==> src/rtl/srf05_ranger_if.sv <==
// Host/sensor-facing signal bundle of the SRF05 ranger; master = ranger, slave = host + sensor side.
interface srf05_ranger_if;
  logic        start;
  logic        echo;
  logic        trigger;
  logic [14:0] distance;
  logic        new_data;
  logic        busy;
  logic        timeout;
  logic [7:0]  timeout_count;

  modport master (input start, echo,
                  output trigger, distance, new_data, busy, timeout, timeout_count);
  modport slave  (output start, echo,
                  input trigger, distance, new_data, busy, timeout, timeout_count);
endinterface

==> src/rtl/srf05_ranger.sv <==
// SRF05 ultrasonic ranger: trigger pulse, echo width in us, new_data strobe, timeout tracking.
// Optional median-of-3 output filter enabled by defining SRF05_MEDIAN_EN.
module srf05_ranger #(
  parameter int CLKS_PER_US     = 100,
  parameter int TRIG_US         = 12,
  parameter int RISE_TIMEOUT_US = 5000,
  parameter int ECHO_MAX_US     = 32000,
  parameter int HOLDOFF_US      = 50000
) (
  input  logic           clock,
  input  logic           reset,
  srf05_ranger_if.master bus
);
  localparam int MAX_A  = (TRIG_US > RISE_TIMEOUT_US) ? TRIG_US : RISE_TIMEOUT_US;
  localparam int MAX_B  = (ECHO_MAX_US > HOLDOFF_US) ? ECHO_MAX_US : HOLDOFF_US;
  localparam int MAX_US = (MAX_A > MAX_B) ? MAX_A : MAX_B;
  // Shared us counter must cover the holdoff, which can exceed the 15-bit distance range.
  localparam int CW_RAW = $clog2(MAX_US + 1);
  localparam int CW     = (CW_RAW < 15) ? 15 : CW_RAW;
  localparam int DW     = (CLKS_PER_US > 1) ? $clog2(CLKS_PER_US) : 1;
  localparam logic [14:0] SAT = 15'h7FFF;

  typedef enum logic [2:0] {IDLE, TRIG, WAIT_RISE, MEASURE, HOLDOFF} state_t;

  state_t        state;
  logic [DW-1:0] div;
  logic [CW-1:0] cnt;
  logic [CW:0]   cnt_inc;
  logic          tick;
  logic          echo_s1, echo_s2, echo_d;
  logic          rise, fall;
  logic          meas_done;
  logic [14:0]   raw, dist_val;

  always_ff @(posedge clock) begin
    if (reset) begin
      echo_s1 <= 1'b0;
      echo_s2 <= 1'b0;
      echo_d  <= 1'b0;
    end else begin
      echo_s1 <= bus.echo;
      echo_s2 <= echo_s1;
      echo_d  <= echo_s2;
    end
  end

  assign tick      = (div == DW'(CLKS_PER_US - 1));
  assign rise      = echo_s2 & ~echo_d;
  assign fall      = ~echo_s2 & echo_d;
  assign cnt_inc   = {1'b0, cnt} + {{CW{1'b0}}, tick};
  assign meas_done = (state == MEASURE) &&
                     (fall || (tick && cnt == CW'(ECHO_MAX_US - 1)));

  // Include the tick landing on the fall cycle so the width is exact in whole us.
  always_comb begin
    raw = SAT;
    if (fall) raw = (cnt_inc > (CW+1)'(32767)) ? SAT : cnt_inc[14:0];
  end

`ifdef SRF05_MEDIAN_EN
  // Two previous readings; the incoming reading completes the 3-deep window.
  logic [14:0] hist0, hist1;
  logic        hist_vld;

  function automatic logic [14:0] med3(input logic [14:0] a, b, c);
    logic [14:0] lo, hi;
    lo = (a < b) ? a : b;
    hi = (a < b) ? b : a;
    return (c < lo) ? lo : ((c > hi) ? hi : c);
  endfunction

  always_ff @(posedge clock) begin
    if (reset) begin
      hist0    <= '0;
      hist1    <= '0;
      hist_vld <= 1'b0;
    end else if (meas_done) begin
      hist_vld <= 1'b1;
      hist1    <= hist_vld ? hist0 : raw;
      hist0    <= raw;
    end
  end

  assign dist_val = hist_vld ? med3(raw, hist0, hist1) : raw;
`else
  assign dist_val = raw;
`endif

  always_ff @(posedge clock) begin
    if (reset) begin
      state             <= IDLE;
      div               <= '0;
      cnt               <= '0;
      bus.trigger       <= 1'b0;
      bus.distance      <= '0;
      bus.new_data      <= 1'b0;
      bus.busy          <= 1'b0;
      bus.timeout       <= 1'b0;
      bus.timeout_count <= '0;
    end else begin
      bus.new_data <= 1'b0;
      bus.timeout  <= 1'b0;
      div          <= tick ? '0 : div + DW'(1);
      if (tick && cnt != '1) cnt <= cnt + CW'(1);
      // Every transition below clears div/cnt so the new state times from zero.
      case (state)
        IDLE: if (bus.start) begin
          state       <= TRIG;
          bus.trigger <= 1'b1;
          bus.busy    <= 1'b1;
          div         <= '0;
          cnt         <= '0;
        end
        TRIG: if (tick && cnt == CW'(TRIG_US - 1)) begin
          state       <= WAIT_RISE;
          bus.trigger <= 1'b0;
          div         <= '0;
          cnt         <= '0;
        end
        WAIT_RISE: begin
          if (rise) begin
            state <= MEASURE;
            div   <= '0;
            cnt   <= '0;
          end else if (tick && cnt == CW'(RISE_TIMEOUT_US - 1)) begin
            state       <= HOLDOFF;
            bus.timeout <= 1'b1;
            if (bus.timeout_count != 8'hFF) bus.timeout_count <= bus.timeout_count + 8'd1;
            div <= '0;
            cnt <= '0;
          end
        end
        MEASURE: if (meas_done) begin
          state        <= HOLDOFF;
          bus.distance <= dist_val;
          bus.new_data <= 1'b1;
          div          <= '0;
          cnt          <= '0;
        end
        HOLDOFF: if (tick && cnt == CW'(HOLDOFF_US - 1)) begin
          div <= '0;
          cnt <= '0;
          if (bus.start) begin
            state       <= TRIG;
            bus.trigger <= 1'b1;
          end else begin
            state    <= IDLE;
            bus.busy <= 1'b0;
          end
        end
        default: begin
          state       <= IDLE;
          bus.trigger <= 1'b0;
          bus.busy    <= 1'b0;
        end
      endcase
    end
  end
endmodule

==> src/flat_wrapper.sv <==
// flat-port wrapper written by rule: the top's interface ports become plain ports
module srf05_ranger_flat 
#(
  parameter int CLKS_PER_US     = 100,
  parameter int TRIG_US         = 12,
  parameter int RISE_TIMEOUT_US = 5000,
  parameter int ECHO_MAX_US     = 32000,
  parameter int HOLDOFF_US      = 50000
)
  (clock, reset, bus_start, bus_echo, bus_trigger, bus_distance, bus_new_data, bus_busy, bus_timeout, bus_timeout_count);
  srf05_ranger_if bus_i ();
  input  logic clock;
  input  logic reset;
  input wire logic [$bits(bus_i.start)-1:0] bus_start;
  input wire logic [$bits(bus_i.echo)-1:0] bus_echo;
  output wire logic [$bits(bus_i.trigger)-1:0] bus_trigger;
  output wire logic [$bits(bus_i.distance)-1:0] bus_distance;
  output wire logic [$bits(bus_i.new_data)-1:0] bus_new_data;
  output wire logic [$bits(bus_i.busy)-1:0] bus_busy;
  output wire logic [$bits(bus_i.timeout)-1:0] bus_timeout;
  output wire logic [$bits(bus_i.timeout_count)-1:0] bus_timeout_count;
  assign bus_i.start = bus_start;
  assign bus_i.echo = bus_echo;
  assign bus_trigger = bus_i.trigger;
  assign bus_distance = bus_i.distance;
  assign bus_new_data = bus_i.new_data;
  assign bus_busy = bus_i.busy;
  assign bus_timeout = bus_i.timeout;
  assign bus_timeout_count = bus_i.timeout_count;
  srf05_ranger #(.CLKS_PER_US(CLKS_PER_US), .TRIG_US(TRIG_US), .RISE_TIMEOUT_US(RISE_TIMEOUT_US), .ECHO_MAX_US(ECHO_MAX_US), .HOLDOFF_US(HOLDOFF_US)) u_core (.clock(clock), .reset(reset), .bus(bus_i));
endmodule
==> config.mk <==
export PLATFORM = sky130hd
export DESIGN_NAME = srf05_ranger_flat
export DESIGN_NICKNAME = d
export VERILOG_FILES = /design/src/rtl/srf05_ranger_if.sv /design/src/rtl/srf05_ranger.sv /design/src/flat_wrapper.sv
export SDC_FILE = /design/constraint.sdc
export NUM_CORES = 1
export LEC_CHECK = 0
export ABC_CLOCK_PERIOD_IN_PS = 4200
export CAP_MARGIN = 20
export CORE_UTILIZATION = 30
export CTS_BUF_LIST = sky130_fd_sc_hd__clkbuf_4
export DETAILED_ROUTE_END_ITERATION = 8
export PLACE_DENSITY = 0.47
export SYNTH_ARGS = -nofsm -noshare
export SYNTH_HDL_FRONTEND = slang
export SYNTH_SLANG_ARGS = --single-unit
==> constraint.sdc <==
create_clock -name clock -period 4.2 [get_ports clock]
set_input_delay 0.42 -clock clock [delete_from_list [all_inputs] [get_ports clock]]
set_output_delay 0.42 -clock clock [all_outputs]
set_load 0.05 [all_outputs]
==> metrics.yaml <==
placement:
  gp_congestion: 0.806
  numPortBuffers: 30
  detailed_place.area_sq_um: 3240
  hpwl_mm: 4.77
  numPlacedInstances: 478
  place_ws_ps: 901
timing:
  period_share_pct: 77.3
  period_minus_slack_ps: 3250
  grt_setup_unrepaired: "no"
  worst_slack_ps: 954
  setup_viol: 0
  skew_ps: 8.64
  worstMarginPinSlew_ps: 729
  whs_ps: 462
  finalMaxSlewViolations: 0
  tns_ps: 0
  max_freq_mhz: 308
  slew-limit-headroom_pct: 51.4
  hold_viol: 0
routing:
  drt-pass1-iter-count: 4
  avgRoutedWirePerCell_microns: 13.5
  drt_iter0_drc: 128
  num_vias: 2306
  wl_mm: 6.57
  drtAntennaViolNets: 0
  drc: 0
  viasPerCell: 4.74
finish:
  drive_gt1_share_pct: 8.94
  area_growth_pct: 14.9
  stdcell_count: 487
  final_nets: 366
  fin_util_pct: 35.7
  n_antenna_cell: 0
  layout_common_cells: "56 x nor2_1, 56 x dfxtp_1, 30 x clkdlybuf4s50_1, 23 x nand2_1, 21 x xnor2_1"
  finalInstanceArea_sq_um: 3300
synth:
  synthFlopType: "dfxtp_1"
  synth_seq_cells: 56
  ys_warn_count: 0
  synthSimpleGateAreaFrac_pct: 30.3
  synth_area_per_cell_sq_um: 8.53
  synth_compound_area_share_pct: 10.4
  synth.area.mux_share_pct: 1.44
  synth_fa_ha_area_share_pct: 2.18
  synthCells: 337
  syn-num-nets: 346
  async_flop_share_pct: 0
  syn_area_sq_um: 2870
  synthXorXnorAreaFrac_pct: 11.9
  synth_edf_count: 0
  synth_top_family_by_area: "simple AND/OR/NAND/NOR gates"
  ys_types: 49
  seq_area_frac_synth_pct: 39.0
floorplanning:
  die_h_microns: 99.9
  rows: 35
  fp.dieW_microns: 99.9
  coreArea_sq_um: 9240
  ios: 31
  dieArea_sq_um: 9980
  initial_utilization_pct: 31.1
power:
  ir_drop_uv: 133
  power_mw: 1.12
  power_density_nw_per_um2: 340
  p_leak_nw: 1.03
clocking:
  cts_sinks: 56
  clk_latency_ps: 380
  ctsLongestPathBuffers: 2
  cts_made_buffers: 5
  cts_tree: "yes"
  cts.clk_slew.worst_paths_ps: 150
  cts_setup_buffers: 0
  cts_root_buf: "clkbuf_4"
  htree_levels: 2
  cts_hold_buf: 0
  cts_resized: 0
outcome:
  status: "finished, final reports clean"
setup_path:
  cp.required_ps: 4470
  path_class: "reg -> reg"
  cp-start-kind: "flip-flop"
  arrival_ps: 3510
  crit_fanout: 13
  crit_path_end_kind: "flip-flop"
global_routing:
  grtUsageTotal_pct: 14.2
  grt_max_degree: 36
  antenna_found_initial: 0
  grt_pass1_vias: 2241
  grt_pass1_wl_mm: 11.3
  grt.overflow.total: 0
job:
  maxCapViolCount: 0
min_path:
  hp-class: "reg -> reg"
## cells in the mapped netlist, drive strengths merged (2+ instances only)
| cell type | number | area (sq um) |
|---|---|---|
| nor2 | 66 | 273 |
| dfxtp | 56 | 1120 |
| nand2 | 23 | 86.3 |
| xnor2 | 21 | 184 |
| xor2 | 18 | 158 |
| a211oi | 15 | 113 |
| nand3 | 15 | 75.1 |
| nor3 | 15 | 75.1 |
| clkbuf | 14 | 52.6 |
| a21oi | 8 | 43.8 |
| inv | 7 | 26.3 |
| nor2b | 7 | 43.8 |
| and3 | 6 | 37.5 |
| buf | 6 | 57.6 |
| nand4 | 6 | 37.5 |
| ha | 5 | 62.6 |
| nand2b | 5 | 31.3 |
| nor4 | 5 | 67.6 |
| or3 | 5 | 31.3 |
| a31oi | 4 | 25.0 |
| or4b | 4 | 47.6 |
| a21boi | 3 | 22.5 |
| mux2i | 3 | 30.0 |
| o21ai | 3 | 15.0 |
| a2111oi | 2 | 25.0 |
| a41oi | 2 | 17.5 |
| or3b | 2 | 17.5 |
## sequential cells by signal (all words and copies together), names as in the netlist
register,count
u_core.bus.timeout_count,8
u_core.bus.trigger,1
u_core.bus.busy,1
u_core.cnt,16
u_core.state,3
u_core.echo_s1,1
u_core.bus.new_data,1
u_core.bus.distance,15
u_core.bus.timeout,1
u_core.echo_s2,1
u_core.echo_d,1
u_core.div,7
## path summary, 6_finish.rpt
kind / depth (start not counted) / endpoint / start / slack, ps
setup / recovery: 10 / u_core.bus.distance[0]$_SDFFE_PP0P_ / u_core.div[0]$_SDFF_PP0_ / 950
hold / removal: 1 / u_core.div[0]$_SDFF_PP0_ / u_core.div[0]$_SDFF_PP0_ / 460
setup reg to reg: 10 / u_core.bus.distance[0]$_SDFFE_PP0P_ / u_core.div[0]$_SDFF_PP0_ / 950
hold reg to reg: 1 / u_core.div[0]$_SDFF_PP0_ / u_core.div[0]$_SDFF_PP0_ / 460
## critical path: stages, from the launching register on
cell,delay (ps)
dfxtp_1,380
ha_1,200
or4b_4,520
nor2_1,370
ha_1,270
nand3_1,90
nor2_1,360
nand2_1,110
xor2_1,190
and3_1,490
a211oi_1,140
## cell type report
cell class              count  area [sq um]
fillers                   982          5940
clock inverters             1          3.75
well taps                 129           161
inverters                   7          26.3
clock buffers               7          52.6
repair buffers             33           320
multi-input cells         254          1620
flip-flops and latches     56          1120
## cells by family (layout without fill, tap and decap cells)
family | Yosys count | after routing
simple gates | 165 | 165
xor+xnor | 39 | 39
mux | 4 | 4
compound gates | 41 | 41
flops | 56 | 56
fa+ha+maj | 5 | 5
buf+inv | 27 | 48
## where the power goes
group	switching [mW]	internal [mW]	leakage [nW]	total, mW
Clock	0.165	0.0779	0.0338	0.243
Sequential	0.0389	0.560	0.453	0.599
Combinational	0.176	0.106	0.547	0.282
Total	0.379	0.744	1.03	1.12
## routing by layer
layer	share of wire (%)	routed length [microns]	track usage (%)
met5	0	0	0
met4	2.1	137	5.20
met3	3.2	213	2.65
met2	44	2890	21.8
met1	51	3320	19.7
No activity file was read; power rests on OpenSTA's default activity.
